==> src/rtl/mips_defs.sv <==
// Shared MIPS pipeline definitions: register/Tnew widths and MDU start encodings.
package mips_defs;

  localparam int unsigned RAW = 5;
  localparam int unsigned TW  = 2;

  // Tuse value meaning "operand not read"
  localparam logic [TW-1:0] TUSE_NONE = '1;

  typedef enum logic [1:0] {
    MD_NONE = 2'b00,
    MD_MUL  = 2'b01,
    MD_DIV  = 2'b10
  } md_op_e;

endpackage

==> src/rtl/md_busy_ctr.sv <==
// Mult/div busy counter: loads the unit latency on a start and counts down to idle.
module md_busy_ctr
  import mips_defs::*;
#(
  parameter int unsigned MUL_LAT = 5,
  parameter int unsigned DIV_LAT = 10
) (
  input  logic       clk,
  input  logic       reset_n,
  input  logic [1:0] md_start,
  output logic       md_busy
);

  localparam int unsigned CW = $clog2(DIV_LAT + 1);

  logic [CW-1:0] bcnt;

  // Reload on start (11 is treated as div), otherwise count down to zero
  always_ff @(posedge clk or negedge reset_n) begin
    if (!reset_n) begin
      bcnt <= '0;
    end else begin
      case (md_start)
        MD_MUL:  bcnt <= CW'(MUL_LAT);
        MD_NONE: if (bcnt != '0) bcnt <= bcnt - CW'(1);
        default: bcnt <= CW'(DIV_LAT);
      endcase
    end
  end

  assign md_busy = (bcnt != '0);

endmodule

==> src/rtl/hazard_scoreboard.sv <==
// Stall/forward unit: tracks in-flight destinations with their Tnew countdown,
// raises stall against decode Tuse, and picks the D-stage forwarding source.
module hazard_scoreboard
  import mips_defs::*;
#(
  parameter int unsigned NSTAGE  = 3,
  parameter int unsigned RAW     = mips_defs::RAW,
  parameter int unsigned TW      = mips_defs::TW,
  parameter int unsigned MUL_LAT = 5,
  parameter int unsigned DIV_LAT = 10,
  localparam int unsigned SW     = $clog2(NSTAGE + 1)
) (
  input  logic           clk,
  input  logic           reset_n,
  input  logic [RAW-1:0] d_rs,
  input  logic [RAW-1:0] d_rt,
  input  logic [TW-1:0]  d_tuse_rs,
  input  logic [TW-1:0]  d_tuse_rt,
  input  logic [RAW-1:0] d_a3,
  input  logic [TW-1:0]  d_tnew,
  input  logic           d_is_md,
  input  logic [1:0]     e_md_start,
  input  logic           flush,
  output logic           stall,
  output logic [SW-1:0]  fwd_rs_sel,
  output logic [SW-1:0]  fwd_rt_sel,
  output logic           md_busy
);

  localparam logic [TW-1:0] TUSE_OFF = '1;

  logic [RAW-1:0]    ent_a3   [NSTAGE];
  logic [TW-1:0]     ent_tnew [NSTAGE];
  logic [NSTAGE-1:0] hit_rs, hit_rt, stl_rs, stl_rt;
  logic              rs_read, rt_read, md_stall;

  assign rs_read = (d_tuse_rs != TUSE_OFF);
  assign rt_read = (d_tuse_rt != TUSE_OFF);

  md_busy_ctr #(
    .MUL_LAT (MUL_LAT),
    .DIV_LAT (DIV_LAT)
  ) u_md_busy_ctr (
    .clk      (clk),
    .reset_n  (reset_n),
    .md_start (e_md_start),
    .md_busy  (md_busy)
  );

  // E entry: take the decode instruction unless it is stalled or killed
  always_ff @(posedge clk or negedge reset_n) begin
    if (!reset_n) begin
      ent_a3[0]   <= '0;
      ent_tnew[0] <= '0;
    end else if (stall || flush) begin
      ent_a3[0]   <= '0;
      ent_tnew[0] <= '0;
    end else begin
      ent_a3[0]   <= d_a3;
      ent_tnew[0] <= d_tnew;
    end
  end

  // Later stages always advance, Tnew counting down and saturating at zero
  for (genvar k = 1; k < NSTAGE; k++) begin : g_shift
    always_ff @(posedge clk or negedge reset_n) begin
      if (!reset_n) begin
        ent_a3[k]   <= '0;
        ent_tnew[k] <= '0;
      end else begin
        ent_a3[k]   <= ent_a3[k-1];
        ent_tnew[k] <= (ent_tnew[k-1] != '0) ? ent_tnew[k-1] - TW'(1) : '0;
      end
    end
  end

  for (genvar k = 0; k < NSTAGE; k++) begin : g_cmp
    assign hit_rs[k] = (ent_a3[k] == d_rs) && (d_rs != '0);
    assign hit_rt[k] = (ent_a3[k] == d_rt) && (d_rt != '0);
    assign stl_rs[k] = hit_rs[k] && rs_read && (ent_tnew[k] > d_tuse_rs);
    assign stl_rt[k] = hit_rt[k] && rt_read && (ent_tnew[k] > d_tuse_rt);
  end

  assign md_stall = d_is_md && (md_busy || (e_md_start != MD_NONE));

  // Stall on any unresolved RAW dependency or a dependent MD instruction
  always_comb begin
    stall = (|stl_rs) || (|stl_rt) || md_stall;
  end

  // Only the youngest match decides; a not-ready youngest entry must not
  // fall through to an older stage holding a stale value
  always_comb begin
    logic found_rs, found_rt;
    fwd_rs_sel = '0;
    fwd_rt_sel = '0;
    found_rs   = 1'b0;
    found_rt   = 1'b0;
    for (int unsigned i = 0; i < NSTAGE; i++) begin
      if (!found_rs && hit_rs[i]) begin
        found_rs   = 1'b1;
        fwd_rs_sel = (ent_tnew[i] == '0) ? SW'(i + 1) : '0;
      end
      if (!found_rt && hit_rt[i]) begin
        found_rt   = 1'b1;
        fwd_rt_sel = (ent_tnew[i] == '0) ? SW'(i + 1) : '0;
      end
    end
  end

endmodule
==> config.mk <==
export PLATFORM = sky130hd
export DESIGN_NAME = hazard_scoreboard
export DESIGN_NICKNAME = d
export VERILOG_FILES = /design/src/rtl/mips_defs.sv /design/src/rtl/md_busy_ctr.sv /design/src/rtl/hazard_scoreboard.sv
export SDC_FILE = /design/constraint.sdc
export NUM_CORES = 1
export LEC_CHECK = 0
export CAP_MARGIN = 25
export CORE_AREA = 2 2 65 67
export CTS_BUF_LIST = sky130_fd_sc_hd__clkbuf_4 sky130_fd_sc_hd__clkbuf_8
export DETAILED_ROUTE_END_ITERATION = 7
export DIE_AREA = 0 0 67 69
export HOLD_SLACK_MARGIN = 0.06
export PLACE_DENSITY = 0.72
export SYNTH_ARGS = -nofsm -noshare
export SYNTH_HDL_FRONTEND = slang
export SYNTH_HIERARCHICAL = 1
export SYNTH_SLANG_ARGS = --single-unit
==> constraint.sdc <==
create_clock -name clk -period 1.9 [get_ports clk]
set_input_delay 0.19 -clock clk [delete_from_list [all_inputs] [get_ports clk]]
set_output_delay 0.19 -clock clk [all_outputs]
set_load 0.01 [all_outputs]
Word-level counts from Yosys, hierarchy flattened
Index checks and enable logic that the tools add are counted.
Word-level totals
  bits in read-only memories: 0
  latch bits: 0
  register bits after elaboration: 25
  RAM bits: 0
  memories: 0
Cells by class
  order comparisons: 6
  shifts and indexed selects: 0
  reductions and logical operators: 43
  div/mod/pow operators: 0
  muxes and demuxes: 19
  bitwise gates (word level): 0
  add/sub/neg operators: 3
  multipliers: 0
  equal/unequal tests: 10
Operator list (number)
  $eq A5 B5 Y1: 6
  $logic_and A1 B1 Y1: 23
  $mux W2: 11
  $gt A2 B2 Y1: 6
  $reduce_bool A5 Y1: 2
  $logic_not A2 Y1: 4
  $pmux W4 S2: 1
  $ne A2 B2 Y1 const B: 3
  $reduce_bool A2 Y1: 3
  $reduce_or A3 Y1: 2
  $mux W1: 5
  $mux W5: 1
  $logic_not A1 Y1: 4
  $logic_or A1 B1 Y1: 4
  $mux W4: 1
  $reduce_bool A4 Y1: 1
  $sub A2 B1 Y2 const B: 2
  $sub A4 B1 Y4 const B: 1
  $eq A2 B1 Y1 const B: 1

Longest topological paths before layout
Gate-level depths: netlist (run 1).
  depth after elaboration: 9
  mapped depth: 7
  gate-level depth less buffers: 7

Cells and area by module
The synthesis (run 1) kept the hierarchy.
By module, submodules not included
  hazard_scoreboard: area each 1485.2 um^2, sequential area each 525.5 um^2, times used 1, cells each 141
  md_busy_ctr: area each 211.5 um^2, sequential area each 100.1 um^2, times used 1, cells each 20

Worst setup path before layout (run 1)
Ideal clock, no wire load.
  path kind: register to output
  from: reg u_md_busy_ctr.bcnt[0]
  to: out stall
  stages on the path, launching flop included: 8
  data required time: 1.710 ns
  arrival: 1.826 ns
  path slack: -0.116 ns
  path through: dfrtp_1 -> inv_1 -> ha_1 -> nor3b_2 -> inv_1 -> o31a_1 -> a2111o_1 -> nand4b_1
On the way
  word-level cells in the longest chain between the ends: 4
Ends and longest elaborated chain
  start, declared: line md_busy_ctr.sv:16  | logic [CW-1:0] bcnt;
  start signal, assigned: line md_busy_ctr.sv:24  | MD_MUL: bcnt <= CW'(MUL_LAT);
  start signal, assigned: line md_busy_ctr.sv:25  | MD_NONE: if (bcnt != '0) bcnt <= bcnt - CW'(1);
  start signal, assigned: line md_busy_ctr.sv:26  | default: bcnt <= CW'(DIV_LAT);
  $reduce_bool A4 Y1: line md_busy_ctr.sv:31  | assign md_busy = (bcnt != '0);
  named net md_busy: line hazard_scoreboard.sv:27  | output logic md_busy
  $logic_or A1 B1 Y1: line hazard_scoreboard.sv:84  | assign md_stall = d_is_md && (md_busy || (e_md_start != MD_NONE));
  $logic_and A1 B1 Y1: line hazard_scoreboard.sv:84
  $logic_or A1 B1 Y1: line hazard_scoreboard.sv:88  | stall = (|stl_rs) || (|stl_rt) || md_stall;
  end, declared: line hazard_scoreboard.sv:24  | output logic stall,
The timed path passes the listed nets, and every way through them passes these cells.

Worst setup path after layout (run 1)
  from: in d_tuse_rt[1]
  to: out stall
On the way
  word-level cells in the longest chain between the ends: 6
  elaborated cells between the ends (all ways): 13
  classes of those cells: order compare: 3; eq/ne: 1; reduce/logical: 9
Ends and longest elaborated chain
  start, declared: line hazard_scoreboard.sv:18  | input logic [TW-1:0] d_tuse_rt,
  $ne A2 B2 Y1: line hazard_scoreboard.sv:38  | assign rt_read = (d_tuse_rt != TUSE_OFF);
  $logic_and A1 B1 Y1 (2 in series): line hazard_scoreboard.sv:81  | assign stl_rt[k] = hit_rt[k] && rt_read && (ent_tnew[k] > d_tuse_rt);
  $reduce_or A3 Y1 *: line hazard_scoreboard.sv:88
  $logic_or A1 B1 Y1 * (2 in series): line hazard_scoreboard.sv:88
Mark *: on every way between the ends. The rest lies on a longest branch, timed or not.

==> results by group, run 1 <==
Setup path
  • Worst setup EP type: output pin
  • Reg-to-Reg End: ent_a3[12]
  • Reg2reg path depth: 8
  • Worst r2r src: ent_tnew[1]
  • Critical Path RT: around 1.7 ns
  • WS Path Type: in -> out
  • WP data arrival: 2.14 ns
  • Reg2reg setup slack: -0.06 ns
  • Crit path max fanout: 3
  • Worst setup SP type: primary input

STA
  • Final setup vio count: 12
  • Worst relative slew slack: 75.68%
  • Period utilization: 122.5%
  • Fmax achieved: 0.4297 GHz
  • Fin crit period: between 2 and 2.5 ns
  • Slew @ Worst Pin: 0.3620 ns
  • Hold Worst Slack: approximately 0.27 ns
  • Final Hold Vio Count: 0
  • Post-route setup slack: -0.4272 ns
  • Clock Skew: 0.005585 ns
  • Final Slew Violations: 0
  • RSZ-0062 raised after global routing: true

Synth
  • Sequential element share of the synthesized area: 36.87%
  • Fraction of registers with async set/reset: 100.0%
  • Mean post-synth cell area: 10.54 µm²
  • Yosys cell types: 35
  • Dominant cell type by area after synthesis: dfrtp_1
  • Synthesized net count: 201
  • Post-synth top cells: 25 x dfrtp_1, 19 x xnor2_1, 13 x ha_1
  • Top cells by area, synth: dfrtp_1 37%, xnor2_1 9.8%, ha_1 9.6%, xor2_1 6.2%, and4bb_1 5.2%
  • Synth Flop Type: dfrtp_1
  • Cells after Synth: 161
  • Post-synthesis register bit count: 25
  • Top cell type's share of synthesized area: 36.87%
  • Most numerous cell in the Yosys netlist: dfrtp_1
  • Post-Syn Area: around 1700 µm²
  • Yosys Warn Count: 6
  • Number of flops mapped to enable cells by yosys: 0

Floorplan
  • Die area: roughly 4600 µm²
  • CORE AREA: 3914 µm²
  • Die width: between 60 and 70 µm
  • Row count: 23
  • # IOs: 33
  • Die Y: between 60 and 70 µm
  • Starting Density: 43.35%

Clocking
  • Clock slew at reported path FFs: around 0.090 ns
  • Clk root buf: clkbuf_8
  • Clk Latency, worst-skew pair: 0.27 ns
  • CTS tree: yes
  • CTS Buffer Depth: 2
  • Clock Sinks: 25
  • CTS H-tree depth: 1
  • CTS Buf Count: 3

Route
  • Pre-antenna DRT Iters: 4
  • Iter 0 DRT Violations: 77
  • Drt wl/cell: 17.04 µm
  • Total wire length: 5.248 mm
  • Total number of vias: 1,688
  • Via/cell ratio: 5.481
  • DRT antenna net count: 0
  • DRC: 0

Power
  • VDD IR max: 0.0002718 V
  • Power Dens Cells: ~490 nW/µm²
  • LEAKAGE: 1.282 nW

Cells and area
  • # diodes: 0
  • P&R area growth vs syn: 61.87%
  • Final instance area: 2746 µm²
  • Share of layout cells above drive strength 1: 39.53%
  • NumNets Final: around 300
  • Filler cell count: 274

GRT
  • Largest net degree at the start of global routing: 26
  • Grt peak-use layer: met2
  • GR Overflow Total: 0
  • Initial antenna violation count: 0
  • Met1 GRT Util: 24.95%
  • GRT met2 Usage: between 40% and 50%
  • Met3 GRT Util: 2.610%
  • Vias in the first global route: 1,766
  • Total GRT Usage: 22.13%
  • First-pass GRT wire length: between 7 and 8 mm

Placement
  • Dpl cell area: 2465 µm²
  • Routability cong.: 0.9648
  • Post-placement worst setup slack: -0.8458 ns
  • Port Buffers: 32
  • DP HPWL: 3.741 mm

Flow run
  • Max Cap Viol: 0

Min path
  • Hold Crit Class: in -> async

Status
  • Failing checks: setup timing
  • Run status: complete, but fails checks
-- kinds of logic (layout without fill, tap and decap cells) --
kind of cell	after synthesis	count (layout)	synth area share (%)
multiplexers	1	1	0.5900
buffers and inverters	13	110	2.949
flip-flops	25	25	36.87
adder cells (fa/ha/maj)	13	13	9.587
AND/OR/NAND/NOR	52	52	22.05
AO/OA/AOI/OAI	26	26	11.95
XOR/XNOR	31	31	16.00
-- where the power goes --
group | internal [mW] | switching, mW | leakage [nW]
registers | 0.557 | 0.0250 | 0.329
clock network | 0.147 | 0.182 | 0.0255
logic | 0.237 | 0.185 | 0.927
total | 0.941 | 0.392 | 1.28
-- placed cells by master, fill, tap and decap left out, types with 3 or more instances in the layout --
cell type        instances
clkbuf_8                 3
a22oi_1                  4
inv_1                    7
dlygate4sd2_1            9
nor4_2                   3
dfrtp_1                 24
nand2_1                  3
buf_6                    5
and2_1                   3
nor3_1                   4
and4bb_1                 7
ha_1                     8
nor2_1                   3
o211ai_1                 5
xor2_1                  12
nand3_1                  3
buf_2                    5
inv_2                    4
buf_4                   58
xnor2_1                 14
clkdlybuf4s50_1         15
xnor2_2                  5
nor2b_1                  6
nand3b_1                 8
ha_4                     5
-- critical path, stage by stage --
cell and delay, ns:
clkdlybuf4s50_1 0.50, inv_1 0.14, ha_4 0.27, nor2b_1 0.13, o21ai_1 0.11, nor3_1 0.06, a2111o_1 0.39, nand4b_1 0.19
buf_2 0.16
-- cell type report --
cell class	instances	area, µm²	area share [%]
multi-input combinational	123	1189	43.28
timing repair buffer	95	780.7	28.43
sequential	25	626.9	22.82
tap	50	62.56	2.278
clock buffer	3	41.29	1.503
inverter	11	41.29	1.503
clock inverter	1	5.005	0.1822
-- stage by stage --
step | TNS [ns] | instances | power [mW] | util (%)
3_3_place_gp | -6.747 | 291 | 0.9483 | 62.98
6_report | -2.086 | 308 | 1.333 | 70.17
3_5_place_dp | -7.087 | 291 | 0.9671 | 62.98
4_1_cts | -1.935 | 300 | 1.298 | 65.86
5_1_grt | -2.929 | 308 | 1.398 | 70.17
2_1_floorplan | -0.05885 | 161 | 0.7502 | -
-- state kept, by name, summed over array words and instances (netlist names) --
signal,flops
ent_a3,15
u_md_busy_ctr/bcnt,4
ent_tnew,6
-- what timing repair did --
item                       CTS  global route
setup endpoints to repair   12            13
hold buffers                 0             0
resized for setup           44            19
setup buffers                5             9
pin swaps                   16            17
-- worst max path at each step --
stage | start | end | slack (ns) | cells past startpoint
CTS | ent_tnew[1] | stall | -0.45 | 7
finish | d_tuse_rt[1] | stall | -0.43 | 9
global placement | d_rt[1] | stall | -0.82 | 7
global route | d_tuse_rt[1] | stall | -0.52 | 9
floorplan | u_md_busy_ctr/bcnt[1] | stall | -0.06 | 7
detailed placement | d_rs[1] | fwd_rs_sel[1] | -0.85 | 7
-- per-layer routing --
metal	share of wire, %	up-vias
li1	-	785
met1	36	812
met2	56	68
met3	4.6	23
met4	3.4	0
met5	0	-
Power figures use the tool's default switching activity.
==> run 2, diff against run 1 <==
--- a/config.mk
+++ b/config.mk
@@ -10,8 +10,9 @@
 export CTS_BUF_LIST = sky130_fd_sc_hd__clkbuf_4 sky130_fd_sc_hd__clkbuf_8
 export DETAILED_ROUTE_END_ITERATION = 7
 export DIE_AREA = 0 0 67 69
+export GPL_TIMING_DRIVEN = 1
 export HOLD_SLACK_MARGIN = 0.06
-export PLACE_DENSITY = 0.72
+export PLACE_DENSITY = 0.82
 export SYNTH_ARGS = -nofsm -noshare
 export SYNTH_HDL_FRONTEND = slang
 export SYNTH_HIERARCHICAL = 1
==> run 2 against run 1 <==
  * Maximum frequency is 1.6% higher
  * Critical path depth is 3 lower
  * Utilization is 2.7 points lower
  * Critical endpoint is now fwd_rs_sel[0]
  * Sequential power hardly changed
  * Highest routed layer unchanged
  * Clock skew is 0.0033 ns lower
  * Sequential cell count stayed put
  * The run still ends with setup timing left
  * Non-clock buffer count is 5 lower
  * Power is 1.8% lower
  * Global-route usage is 0.33 points higher
  * Cell area is 3.9% lower
==> results by group, run 2 (same netlist as run 1, synthesis figures left out) <==
Cells and area
  • Commonest non-fill, non-tap cell in the layout: buf_4
  • Commonest cells after routing, fill and taps aside: 56 x buf_4, 25 x dfrtp_1, 18 x xnor2_1
  • Top reg by flops: ent_a3
  • # diodes: 0
  • Top flop regs: ent_a3 x15, ent_tnew x6, u_md_busy_ctr/bcnt x4
  • Largest register FFs: 15
  • P&R area growth vs syn: 55.60%
  • Final core occ: 67.46%
  • Share of layout cells above drive strength 1: 35.57%
  • NumNets Final: 294

STA
  • Worst relative slew slack: 74.65%
  • Fmax achieved: 0.4366 GHz
  • Fin crit period: 2.291 ns
  • Setup TNS: -1.714 ns
  • Slew @ Worst Pin: 0.3803 ns
  • Final Slew Violations: 0
  • Period utilization: 120.6%
  • Clock Skew: 0.002317 ns
  • RSZ-0062 raised after global routing: true
  • Post-route setup slack: -0.3906 ns
  • Final setup vio count: 12
  • Final Hold Vio Count: 0
  • Hold Worst Slack: roughly 0.26 ns

Power
  • LEAKAGE: about 1.2 nW
  • VDD IR max: 0.0003009 V
  • Pwr Total: 1.309 mW
  • Power Dens Cells: between 400 and 500 nW/µm²

Route
  • DRT antenna net count: 0
  • Via/cell ratio: approximately 5.2
  • DRC: 0
  • Pre-antenna DRT Iters: 4
  • Total number of vias: 1,585
  • Total wire length: 4.639 mm
  • Iter 0 DRT Violations: 54
  • Drt wl/cell: 15.31 µm

GRT
  • Largest net degree at the start of global routing: 26
  • Total GRT Usage: around 22%
  • First-pass GRT wire length: 7.955 mm
  • Initial antenna violation count: 0
  • GR Overflow Total: 0
  • Vias in the first global route: 1,724

Placement
  • Routability cong.: 0.8563
  • Post-placement worst setup slack: -0.8764 ns
  • DP HPWL: 3.331 mm
  • Port Buffers: 32

Clocking
  • Clock Sinks: 25
  • CTS tree: yes
  • # hold bufs at CTS: 0
  • Clk root buf: clkbuf_8
  • CTS H-tree depth: 1
  • Clock slew at reported path FFs: 0.09 ns
  • CTS Buffer Depth: 2
  • Clk Latency, worst-skew pair: about 0.28 ns
  • CTS Buf Count: 3

Setup path
  • Worst setup EP type: output pin
  • WS Path Type: reg -> out
  • Worst setup SP type: register
  • Crit path max fanout: 2
  • Critical Path RT: approximately 1.7 ns
  • WP data arrival: 2.10 ns

Status
  • Run status: complete, but fails checks
  • Failing checks: setup timing

Floorplan
  • # IOs: 33
  • CORE AREA: 3914 µm²
  • Die area: 4623 µm²
  • Die width: 67 µm
  • Die Y: 69 µm
  • Starting Density: 43.35%
  • Row count: 23

Flow run
  • Max Cap Viol: 0

Min path
  • Hold Crit Class: in -> async
==> run 2: final timing paths <==
check	startpoint	to	slack, ns	depth (start not counted)
max reg2reg	ent_tnew[1]	ent_tnew[5]	-0.02	7
max in group asynchronous	reset_n	ent_tnew[2]	1.38	2
min in group clk	ent_a3[6]	ent_a3[1]	0.46	0
max	ent_a3[4]	fwd_rs_sel[0]	-0.39	6
min reg2reg	ent_a3[6]	ent_a3[1]	0.46	0
min	reset_n	ent_a3[0]	0.26	2
==> run 2: critical path, cell delays in order, from the launching register on <==
cell and delay (ns):
dfrtp_1 0.42, xnor2_1 0.20, nand3_1 0.13, or3_4 0.35, or3_4 0.42, o21ai_2 0.15, buf_2 0.15
==> run 2: per-layer routing <==
metal | vias to the layer above | part of all wire [%] | track usage [%]
met5 | - | 0 | 0
li1 | 774 | - | -
met1 | 753 | 41 | 27.87
met4 | 0 | 2.5 | 7.483
met3 | 12 | 4.9 | 3.263
met2 | 46 | 52 | 38.94
==> run 2: report_power, final <==
group	switching [mW]	internal [mW]
logic	0.175	0.225
registers	0.0225	0.557
clock network	0.183	0.147
==> run 2: layout make-up <==
type                    instances  area [µm²]
repair buffers                 90       732.0
flip-flops and latches         25       625.6
inverters                      11       41.29
clock inverters                 1       5.005
well taps                      50       62.56
multi-input cells             123        1132
fillers                       303        1274
clock buffers                   3       41.29
==> run 2: timing repair <==
action,in CTS,in global routing
setup buffers,4,3
pin swaps,21,15
gates resized for setup,48,7
hold endpoints to repair,0,0
setup endpoints to repair,12,12
==> run 2: stage by stage <==
| stage | area, µm² | instances |
|---|---|---|
| after floorplan | 1715 | 161 |
| after global placement | 2487 | 294 |
| after detailed placement | 2487 | 294 |
| after CTS | 2594 | 300 |
| after global routing | 2640 | 303 |
| final | 2640 | 303 |
